`src/rtl/mult_pkg.sv`:
```
// Shared definitions for the sequential shift-add multiplier: state encoding,
// default operand width and the final-iteration index.
package mult_pkg;

  typedef enum logic [1:0] {
    IDLE = 2'd0,
    RUN  = 2'd1,
    DONE = 2'd2
  } state_t;

  localparam int DEF_WIDTH = 32;
  localparam int LAST_ITER = DEF_WIDTH - 1;

  function automatic int last_iter(input int w);
    return w - 1;
  endfunction

endpackage

```
`src/rtl/mult_seq_shift_add_if.sv`:
```
// Start/busy/done handshake and operand/product bus between the ALU
// controller (master) and the multiplier (slave).
interface mult_seq_shift_add_if
  import mult_pkg::*;
#(
  parameter int WIDTH = DEF_WIDTH
);
  logic                 start;
  logic [WIDTH-1:0]     a;
  logic [WIDTH-1:0]     b;
  logic                 busy;
  logic                 done;
  logic [2*WIDTH-1:0]   product;

  modport master (output start, a, b, input  busy, done, product);
  modport slave  (input  start, a, b, output busy, done, product);
endinterface

```
`src/rtl/mult_add_stage.sv`:
```
// Combinational WIDTH-bit adder with carry out; the single add pass used per
// multiplier iteration.
module mult_add_stage
  import mult_pkg::*;
#(
  parameter int WIDTH = DEF_WIDTH
) (
  input  logic [WIDTH-1:0] a,
  input  logic [WIDTH-1:0] b,
  input  logic             cin,
  output logic [WIDTH-1:0] sum,
  output logic             cout
);
  logic [WIDTH:0] w_full;

  assign w_full = {1'b0, a} + {1'b0, b} + {{WIDTH{1'b0}}, cin};
  assign sum    = w_full[WIDTH-1:0];
  assign cout   = w_full[WIDTH];
endmodule

```
`src/rtl/mult_seq_shift_add.sv`:
```
// Radix-2 shift-add unsigned multiplier, one adder pass per clock.
// Optional macro MULT_EARLY_TERM_EN: a zero operand skips RUN and finishes at once.
module mult_seq_shift_add
  import mult_pkg::*;
#(
  parameter int WIDTH = DEF_WIDTH,
  parameter int CNT_W = 6
) (
  input  logic                clk,
  input  logic                rst_n,
  mult_seq_shift_add_if.slave bus
);
  localparam logic [CNT_W-1:0] LAST_CNT = CNT_W'(last_iter(WIDTH));

  state_t               r_state, w_next;
  logic [WIDTH-1:0]     r_mcand;
  logic [WIDTH-1:0]     r_acc_hi;
  logic [WIDTH-1:0]     r_acc_lo;
  logic [CNT_W-1:0]     r_cnt;
  logic [2*WIDTH-1:0]   r_product;

  logic                 w_accept;
  logic                 w_zero;
  logic                 w_last;
  logic [WIDTH-1:0]     w_add;
  logic                 w_cout;
  logic [WIDTH:0]       w_sum;
  logic [2*WIDTH:0]     w_cat;
  logic [2*WIDTH-1:0]   w_shift;

  mult_add_stage #(.WIDTH(WIDTH)) u_add (
    .a    (r_acc_hi),
    .b    (r_mcand),
    .cin  (1'b0),
    .sum  (w_add),
    .cout (w_cout)
  );

  // Carry out lands in bit WIDTH of w_sum and shifts down into acc_hi's MSB.
  assign w_sum   = r_acc_lo[0] ? {w_cout, w_add} : {1'b0, r_acc_hi};
  assign w_cat   = {w_sum, r_acc_lo};
  assign w_shift = w_cat[2*WIDTH:1];

  assign w_accept = bus.start & (r_state != RUN);
  assign w_last   = (r_cnt == LAST_CNT);
`ifdef MULT_EARLY_TERM_EN
  assign w_zero   = (bus.a == '0) | (bus.b == '0);
`else
  assign w_zero   = 1'b0;
`endif

  always_ff @(posedge clk or negedge rst_n) begin
    if (!rst_n) r_state <= IDLE;
    else        r_state <= w_next;
  end

  always_comb begin
    w_next = r_state;
    case (r_state)
      IDLE, DONE: begin
        if (bus.start) w_next = w_zero ? DONE : RUN;
        else           w_next = IDLE;
      end
      RUN:     if (w_last) w_next = DONE;
      default: w_next = IDLE;
    endcase
  end

  always_ff @(posedge clk or negedge rst_n) begin
    if (!rst_n) begin
      r_mcand   <= '0;
      r_acc_hi  <= '0;
      r_acc_lo  <= '0;
      r_cnt     <= '0;
      r_product <= '0;
    end else if (w_accept) begin
      r_mcand  <= bus.a;
      r_acc_hi <= '0;
      r_acc_lo <= bus.b;
      r_cnt    <= '0;
      if (w_zero) r_product <= '0;
    end else if (r_state == RUN) begin
      r_acc_hi <= w_shift[2*WIDTH-1:WIDTH];
      r_acc_lo <= w_shift[WIDTH-1:0];
      r_cnt    <= r_cnt + CNT_W'(1);
      if (w_last) r_product <= w_shift;
    end
  end

  // done and busy decode straight from the state register, so both are registered.
  assign bus.busy    = (r_state == RUN);
  assign bus.done    = (r_state == DONE);
  assign bus.product = r_product;

endmodule

```
`src/flat_wrapper.sv`:
```
// flat-port wrapper written by rule: the top's interface ports become plain ports
module mult_seq_shift_add_flat import mult_pkg::*;
#(
  parameter int WIDTH = DEF_WIDTH,
  parameter int CNT_W = 6
)
  (clk, rst_n, bus_start, bus_a, bus_b, bus_busy, bus_done, bus_product);
  mult_seq_shift_add_if #(.WIDTH(WIDTH)) bus_i ();
  input  logic clk;
  input  logic rst_n;
  input wire logic [$bits(bus_i.start)-1:0] bus_start;
  input wire logic [$bits(bus_i.a)-1:0] bus_a;
  input wire logic [$bits(bus_i.b)-1:0] bus_b;
  output wire logic [$bits(bus_i.busy)-1:0] bus_busy;
  output wire logic [$bits(bus_i.done)-1:0] bus_done;
  output wire logic [$bits(bus_i.product)-1:0] bus_product;
  assign bus_i.start = bus_start;
  assign bus_i.a = bus_a;
  assign bus_i.b = bus_b;
  assign bus_busy = bus_i.busy;
  assign bus_done = bus_i.done;
  assign bus_product = bus_i.product;
  mult_seq_shift_add #(.WIDTH(WIDTH), .CNT_W(CNT_W)) u_core (.clk(clk), .rst_n(rst_n), .bus(bus_i));
endmodule
```
`config.mk`:
```
export PLATFORM = sky130hd
export DESIGN_NAME = mult_seq_shift_add_flat
export DESIGN_NICKNAME = d
export VERILOG_FILES = /design/src/rtl/mult_pkg.sv /design/src/rtl/mult_seq_shift_add_if.sv /design/src/rtl/mult_add_stage.sv /design/src/rtl/mult_seq_shift_add.sv /design/src/flat_wrapper.sv
export SDC_FILE = /design/constraint.sdc
export NUM_CORES = 1
export LEC_CHECK = 0
export ABC_CLOCK_PERIOD_IN_PS = 3000
export BUFFER_PORTS_ARGS = -buffer_cell sky130_fd_sc_hd__buf_2
export CAP_MARGIN = 20
export CELL_PAD_IN_SITES_DETAIL_PLACEMENT = 0
export CELL_PAD_IN_SITES_GLOBAL_PLACEMENT = 1
export CORE_ASPECT_RATIO = 2
export CORE_MARGIN = 4
export CORE_UTILIZATION = 25
export CTS_CLUSTER_DIAMETER = 40
export DETAILED_ROUTE_END_ITERATION = 7
export GPL_ROUTABILITY_DRIVEN = 0
export PLACE_DENSITY_LB_ADDON = 0.1
export SLEW_MARGIN = 20
export SYNTH_ARGS = -nofsm -noshare
export SYNTH_HDL_FRONTEND = slang
export SYNTH_SLANG_ARGS = --single-unit
```
`constraint.sdc`:
```
create_clock -name clk -period 3 [get_ports clk]
set_input_delay 0.3 -clock clk [delete_from_list [all_inputs] [get_ports clk]]
set_output_delay 0.3 -clock clk [all_outputs]
set_load 0.005 [all_outputs]
```
* Yosys cells after proc, flatten, opt, wreduce, memory -nomap -nowiden
Index checks and enable logic that the tools add are counted.
** Word-level totals
- Output and inout port bits :: 66
- Register bits :: 168
- Logic and storage cells :: 29
- Bits of input ports :: 67
** Operators by class
- Add/sub/neg operators :: 2
- Reductions and logical operators :: 4
- Muxes and demuxes :: 10
- Bitwise logic cells :: 2
- Equality and inequality tests :: 5
** Operators by type and width (number)
- $mux 32 :: 4
- $add 32x32->33 :: 1
- $mux 33 :: 1
- $mux 6 :: 2
- $add 6x1->6 const B :: 1
- $eq 6x5->1 const B :: 1
- $ne 2x1->1 const B :: 2
- $pmux 2 s2 :: 1
- $reduce_and 3->1 :: 1
- $eq 2x1->1 const B :: 1
- $eq 2x2->1 const B :: 1
- $logic_not 2->1 :: 1
- $mux 2 :: 1
- $reduce_bool 2->1 :: 1
- $reduce_or 2->1 :: 1
- $and 1x1->1 :: 1
- $mux 1 :: 1
- $not 1->1 :: 1

* Logic depth before layout (Yosys ltp)
Gate-level depths: netlist of run 1.
- Depth after elaboration :: 4
- Mapped depth :: 11
- Depth with buffers taken out :: 11

* Cells and area by module
Synthesis of run 1 repeated with hierarchy kept, for this count alone.
** Unflattened totals
- Cell total of the unflattened synthesis :: 800
- Area total of the unflattened synthesis :: 8762.2 um2
** By module, submodules not included
- mult_seq_shift_add :: times used 1, sequential area each 4204.0 um2, cells an instance 556, area an instance 7011.7 um2
- mult_add_stage :: times used 1, sequential area each 0.0 um2, cells an instance 244, area an instance 1750.4 um2

* Worst setup path after synthesis of run 1
No wires, ideal clock.
- Path type :: flip-flop to flip-flop
- From :: register u_core.r_acc_hi[0]
- To :: register u_core.r_product[57] (netlist: u_core.bus.product[57])
- Required time :: 2872 ps
- Path buffers :: 0
- Path slack :: 365 ps
- Period minus slack after synthesis :: 2635 ps
- Arrival :: 2507 ps
- Stages on the path, launching flop included :: 12
- Path through :: dfrtp_1 -> ha_1 -> fa_1 -> a21oi_1 -> and4b_1 -> o211ai_1 -> a31oi_1 -> o21ai_1 -> a21oi_1 -> or3_1 -> a31oi_1 -> o21ai_1
** Between the ends
- Cells in the longest elaborated chain, start to end :: 2
** Ends and longest elaborated chain
- start: declaration :: RTL line mult_seq_shift_add.sv:17 : logic [WIDTH-1:0] r_acc_hi;
- start signal: assignment :: RTL line mult_seq_shift_add.sv:83 : r_acc_hi <= w_shift[2*WIDTH-1:WIDTH];
- $add 32x32->33 :: RTL line mult_add_stage.sv:16 : assign w_full = {1'b0, a} + {1'b0, b} + {{WIDTH{1'b0}}, cin};
- $mux 33 :: RTL line mult_seq_shift_add.sv:40 : assign w_sum = r_acc_lo[0] ? {w_cout, w_add} : {1'b0, r_acc_hi};
- end signal: assignment :: RTL line mult_seq_shift_add.sv:86 : if (w_last) r_product <= w_shift;
- end: declaration :: RTL line mult_seq_shift_add.sv:20 : logic [2*WIDTH-1:0] r_product;
No other way between the ends.
A chain may end at the register's enable or synchronous reset.

* Worst setup path in the final report of run 1
- From :: register u_core.r_acc_hi[0]
- To :: register u_core.r_acc_hi[29]
** Between the ends
- Cells in the longest elaborated chain, start to end :: 4
** Ends and longest elaborated chain
- $add 32x32->33 :: RTL line mult_add_stage.sv:16
- $mux 33 :: RTL line mult_seq_shift_add.sv:40
- $mux 32 :: RTL line mult_seq_shift_add.sv:82 : end else if (r_state == RUN) begin
- $mux 32 :: RTL line mult_seq_shift_add.sv:76 : end else if (w_accept) begin
No other way between the ends. The select of a mux whose other input is x is not followed.

==> summary.md, run 1 <==
| Metric | Value |
|---|---|
| Outcome | `completed` |
| Clock edge transition at the registers on the reported setup and hold paths | `0.07 ns` |
| Setup violations, final | `0` |
| Net Sw Power | `4.23 mW` |
| Post-synth EDFFs | `0` |
| Worst min-delay path class | `in2reg` |
| Sequential share of the synthesized area | `49.0%` |
| Initial core utilization | `25.4%` |
| Cells after Synth | `885` |
| DR vias | `6683` |
| Most common cell on crit path | `o211ai_1` |
| Share of cells above drive strength 1 | `24.4%` |
| DRT antenna net count | `0` |
| 1st-iter DRT viols | `125` |
| Largest delay share family, worst path | `compound AO/OA/AOI/OAI gates` |
| Clk pwr share | `21.9%` |
| Register area | `0.00421 mm^2` |
| CP Capture Type | `register` |
| Core Box Area | `0.0338 mm^2` |
| Period utilization | `94.0%` |
| Crit path time final | `2.82 ns` |
| Detailed Route WL | `27100 um` |
| Avg Cell Area, Syn | `9.70 um^2` |
| Worst Clk Skew | `0.0145 ns` |
| Seq pwr share | `32.9%` |
| Critical-path top delay cell | `dfrtp_1` |
| Worst path max stage delay | `0.38 ns` |
| Required time of the critical path | `3.28 ns` |
| Area of the multi-input gates | `0.00418 mm^2` |
| Routed length per instance | `18.6 um` |
| Number of setup buffers added after CTS | `0` |
| Ys async rst share | `100%` |
| Slew margin rel. | `38.6%` |
| Largest net degree at the start of global routing | `102` |
| Main flop type after synthesis | `dfrtp_1` |
| Port Buffers | `132` |
| F_max | `355 MHz` |
| Number of synthesized register bits | `168` |
| Clock Tree Buf Depth | `2` |
| Total Power | `10.4 mW` |
| First-pass GRT wire length | `42700 um` |
| CP Data Arrival Time | `3.09 ns` |
| Initial antenna violation count | `2` |
| GRT Residual Overflow | `0` |
| Fill cells | `3671` |
| Max-slew violations | `0` |
| Most frequent cells in the layout | `nand2_1 (180), dfrtp_1 (167), buf_2 (131), o21ai_0 (95), mux2i_1 (51)` |
| Syn_nets | `986` |
| Final Net Count | `1109` |
| Via density | `4.58` |
| Htree depth | `4` |
| CTS root buf | `clkbuf_16` |
| Post-synth cell types | `57` |
| P_leak | `4.89 nW` |
| Hold Fails Final Rpt | `0` |
| # DRC | `0` |
| Die Ht | `270 um` |
| Worst-Margin Slew | `0.922 ns` |
| Clock Sinks | `168` |
| Clk_lat worst skew | `0.45 ns` |
| Most common cell after layout, fill and taps aside | `nand2_1` |
| Die area | `0.0376 mm^2` |
| Syn-to-layout area delta | `21.7%` |
| Switching share of power | `40.7%` |
| VDD IR max | `0.521 mV` |
| RSZ-0062 raised after global routing | `true` |
| Gr usage total | `14.7%` |
| Max cap viols | `0` |
| YS warnings | `0` |
| Critical path peak fanout | `3` |
| P_int | `6.16 mW` |
| Layout Utilization | `31.0%` |
| Pwr dens | `994 mW/mm^2` |
| CP Class | `reg2reg` |
| Cell Chain, Critical Path | `ha_1 > fa_2 > a21oi_2 > and4b_1 > o211ai_1 > a31oi_2 > o211ai_1 > a21oi_1 > nor3_1 > nand3b_1 > a31oi_1` |
| Combinational group share of total power | `45.2%` |
| Final HPWL DP | `19600 um` |
| Startpoint Class | `register` |
| CTS tree | `yes` |
| Drt first pass iters | `4` |
| Number of global-route vias before repair | `7443` |
| CTS buffer count | `17` |
| WP buf/inv | `0` |
| Ports | `133` |
| Cell Rows | `95` |
| Die Width | `139 um` |
| Synth Cell Area | `0.00859 mm^2` |
area by class of cell:
class                      instances  share of cell area [%]
timing repair buffer             156                    8.49
tap                              436                    5.22
inverter                          11                   0.395
antenna                            1                  0.0239
sequential                       168                    40.2
multi-input combinational        654                    40.0
clock inverter                    13                    1.39
clock buffer                      19                    4.24
worst paths after layout:
check                                             from                endpoint  slack, ns  cells after the start
worst min register to register  u_core.bus.product[46]  u_core.bus.product[46]       0.47                      2
worst min-delay path                         bus_a[19]      u_core.r_mcand[19]       0.08                      2
worst max-delay path                u_core.r_acc_hi[0]     u_core.r_acc_hi[29]       0.18                     11
min in group asynchronous                        rst_n  u_core.bus.product[40]       0.21                      2
worst max register to register      u_core.r_acc_hi[0]     u_core.r_acc_hi[29]       0.18                     11
max in group asynchronous                        rst_n      u_core.r_acc_lo[0]       1.97                      3
per-stage QoR:
stage	cell area [um^2]	setup TNS [ns]	setup slack [ns]	cells	hold WS (ns)
4_1_cts	10400	0	0.0308	1457	0.0536
6_report	10500	0	0.181	1458	0.0804
3_5_place_dp	9790	0	0.0545	1424	0.0950
2_1_floorplan	8590	0	0.365	885	0.00441
3_3_place_gp	9790	0	0.0634	1424	0.0983
5_1_grt	10500	-0.0136	-0.0136	1457	0.0642
worst reg2reg max path: cells and delay by family (launching register included):
family / cells / cell delay [ns]
AOI/OAI and AO/OA: 6 / 1.12
DFF: 1 / 0.38
and+or+nand+nor: 3 / 0.56
adders and majority gates: 2 / 0.60
layer usage:
metal | global-route usage, % | part of all wire [%] | vias to the layer above
li1 | - | - | 3318
met2 | 29.2 | 58 | 112
met1 | 14.6 | 36 | 3225
met5 | 0 | 0.044 | -
met4 | 4.90 | 1.8 | 2
met3 | 3.53 | 3.7 | 26
synthesized netlist by cell type, drive strengths merged (11+ instances only):
cell | count | share of area [%]
dfrtp | 168 | 49
nand2 | 180 | 7.9
o21ai | 111 | 6.6
nand3 | 39 | 2.3
nor2 | 29 | 1.3
nor2b | 11 | 0.80
xnor2 | 16 | 1.6
ha | 33 | 4.8
mux2i | 52 | 6.1
mux2 | 32 | 4.2
a31oi | 15 | 1.1
a21oi | 44 | 2.7
buf | 19 | 1.2
clkbuf | 33 | 1.6
a21o | 22 | 1.9
flip-flops by register name, indices dropped and copies added (netlist names):
register            count
u_core.r_acc_hi        32
u_core.r_state          2
u_core.r_cnt            6
u_core.bus.product     64
u_core.r_acc_lo        32
u_core.r_mcand         32
kinds of logic after synthesis:
kind of cell    share of synthesized area [%]
xor+xnor                                 2.65
flops                                    49.0
mux                                      10.3
buf+inv                                  3.19
fa+ha+maj                                5.04
simple gates                             14.8
compound gates                           15.2
power groups by stage:
stage / clock [mW] / sequential [mW] / combinational, mW
after floorplan: 0 / 3.22 / 3.43
after global placement: 0 / 3.48 / 4.69
after detailed placement: 0 / 3.48 / 4.70
after CTS: 2.38 / 3.44 / 4.72
after global routing: 2.46 / 3.51 / 5.30
final: 2.27 / 3.42 / 4.70
repair_timing:
action / CTS / global route
endpoints found under the hold margin: 105 / 0
endpoints found under the setup margin: 0 / 25
gates resized for setup: 0 / 14
hold buffers: 1 / 0
No activity file was read; power rests on OpenSTA's default activity.
==> run 2: changes to the inputs <==
--- a/config.mk
+++ b/config.mk
@@ -10,14 +10,13 @@
 export CAP_MARGIN = 20
 export CELL_PAD_IN_SITES_DETAIL_PLACEMENT = 0
 export CELL_PAD_IN_SITES_GLOBAL_PLACEMENT = 1
-export CORE_ASPECT_RATIO = 2
+export CORE_ASPECT_RATIO = 0.75
 export CORE_MARGIN = 4
-export CORE_UTILIZATION = 25
+export CORE_UTILIZATION = 44
 export CTS_CLUSTER_DIAMETER = 40
 export DETAILED_ROUTE_END_ITERATION = 7
 export GPL_ROUTABILITY_DRIVEN = 0
 export PLACE_DENSITY_LB_ADDON = 0.1
-export SLEW_MARGIN = 20
 export SYNTH_ARGS = -nofsm -noshare
 export SYNTH_HDL_FRONTEND = slang
 export SYNTH_SLANG_ARGS = --single-unit
==> run 2 against run 1 <==
Effect of this change: sequential share of layout area up 1.4 points; register-to-register slack worse by 0.03 ns; combinational power down 7.4%; maximum frequency down 0.96%; hold slack better by 0.027 ns; sequential power down 1%; critical path type unchanged; largest cell class unchanged.
==> summary.md, run 2 (synthesized netlist as in run 1, its figures left out) <==
| Metric | Value |
|---|---|
| Outcome | `completed` |
| # DRC | `0` |
| Final WS setup | `0.153 ns` |
| Final HPWL DP | `14200 um` |
| RSZ-0062 raised after global routing | `true` |
| Period utilization | `94.9%` |
| Drt first pass iters | `4` |
| Setup violations, final | `0` |
| DRT antenna net count | `0` |
| Startpoint Class | `register` |
| Via density | `5.19` |
| CTS buffer count | `17` |
| Crit path time final | `2.85 ns` |
| Worst path max stage delay | `0.39 ns` |
| Cell Chain, Critical Path | `ha_2 > fa_2 > a21oi_2 > and4b_1 > o211ai_1 > a31oi_2 > o21ai_2 > a21oi_1 > or3_1 > a31oi_2 > o21ai_1` |
| Worst slack at placement | `0.00432 ns` |
| F_max | `351 MHz` |
| Most frequent cells in the layout | `nand2_1 (180), dfrtp_1 (167), buf_2 (131), o21ai_0 (93), mux2i_1 (52)` |
| P_leak | `4.84 nW` |
| WP buf/inv | `0` |
| Critical path peak fanout | `3` |
| TNS Setup | `0 ns` |
| CTS root buf | `clkbuf_16` |
| CTS tree | `yes` |
| Ports | `133` |
| Max-slew violations | `0` |
| Htree depth | `4` |
| VDD IR max | `0.400 mV` |
| Worst Clk Skew | `0.0122 ns` |
| Largest delay share family, worst path | `compound AO/OA/AOI/OAI gates` |
| Max cap viols | `0` |
| Initial antenna violation count | `0` |
| GRT Residual Overflow | `0` |
| DR vias | `6543` |
| Die Ht | `129 um` |
| Gr usage total | `19.4%` |
| Required time of the critical path | `3.26 ns` |
| Detailed Route WL | `20400 um` |
| Clock Sinks | `168` |
| CP Class | `reg2reg` |
| Slew margin rel. | `42.7%` |
| Initial core utilization | `45.6%` |
| Hold Fails Final Rpt | `0` |
| Design area | `0.0101 mm^2` |
| Max reg flops | `64` |
| Clock edge transition at the registers on the reported setup and hold paths | `0.07 ns` |
| CP Data Arrival Time | `3.11 ns` |
| Routed length per instance | `16.2 um` |
| Final Net Count | `1102` |
| Worst-Margin Slew | `0.860 ns` |
| Share of cells above drive strength 1 | `23.3%` |
| Critical-path top delay cell | `dfrtp_1` |
| First-pass GRT wire length | `34200 um` |
| CP Capture Type | `register` |
| Most common cell on crit path | `a31oi_2` |
| Worst min-delay path class | `in2reg` |
| Antenna Cells | `0` |
| 1st-iter DRT viols | `440` |
| Clock Tree Buf Depth | `2` |
| Cell Rows | `43` |
| Most common cell after layout, fill and taps aside | `nand2_1` |
| Core Box Area | `0.0188 mm^2` |
| Die area | `0.0218 mm^2` |
| Clk_lat worst skew | `0.42 ns` |
| Largest net degree at the start of global routing | `84` |
| Pwr dens | `974 mW/mm^2` |
| Syn-to-layout area delta | `17.6%` |
| Number of global-route vias before repair | `6394` |
| Post-DP Area | `0.00948 mm^2` |
| Port Buffers | `132` |
| Die Width | `169 um` |
-- run 2: per-stage QoR --
| step | std cells | util, % | power (mW) | hold slack (ns) |
|---|---|---|---|---|
| final | 1260 | 53.6 | 9.84 | 0.107 |
| after global routing | 1260 | 53.6 | 10.6 | 0.0898 |
| after CTS | 1259 | 53.4 | 9.85 | 0.0904 |
| after detailed placement | 1226 | 50.3 | 7.67 | 0.350 |
| after global placement | 1226 | 50.3 | 7.67 | 0.354 |
| after floorplan | 885 | - | 6.64 | 0.00441 |
-- run 2: worst reg2reg max path, cell delays in order, from the launching register on --
cell,delay (ns)
dfrtp_1,0.39
ha_2,0.20
fa_2,0.36
a21oi_2,0.15
and4b_1,0.23
o211ai_1,0.30
a31oi_2,0.17
o21ai_2,0.17
a21oi_1,0.09
or3_1,0.32
a31oi_2,0.21
o21ai_1,0.09
-- run 2: worst paths after layout --
path,from,end,slack [ns],depth (start not counted)
max in group asynchronous,rst_n,u_core.r_state[1],1.83,3
setup reg to reg,u_core.r_acc_hi[0],u_core.bus.product[57],0.15,11
hold / removal,bus_a[22],u_core.r_mcand[22],0.11,2
setup / recovery,u_core.r_acc_hi[0],u_core.bus.product[57],0.15,11
min in group asynchronous,rst_n,u_core.bus.product[40],0.43,2
hold reg to reg,u_core.bus.product[17],u_core.bus.product[17],0.47,2
-- run 2: report_power, final --
part / switching, mW / internal [mW]
clock network: 0.943 / 1.17
registers: 0.503 / 2.87
logic: 2.44 / 1.91
-- run 2: metal layers --
metal / vias up / share of wire (%) / GRT usage (%)
met2: 117 / 41 / 27.3
met1: 3091 / 54 / 31.0
li1: 3324 / - / -
met4: 0 / 0.73 / 3.79
met3: 11 / 4.3 / 3.90
met5: - / 0 / 0
-- run 2: timing repair --
action / CTS / global route
endpoints found under the setup margin: 1 / 11
pin swaps: 3 / 6
buffers inserted: 1 / 1
resized for setup: 2 / 9
hold buffers: 1 / 0
hold endpoints to repair: 66 / 0
-- run 2: cell type report --
class,count,area [um^2]
timing repair buffer,149,822
fill,1809,8730
clock buffer,19,443
clock inverter,12,118
tap,247,309
inverter,11,41.3
multi-input combinational,654,4160
sequential,168,4210
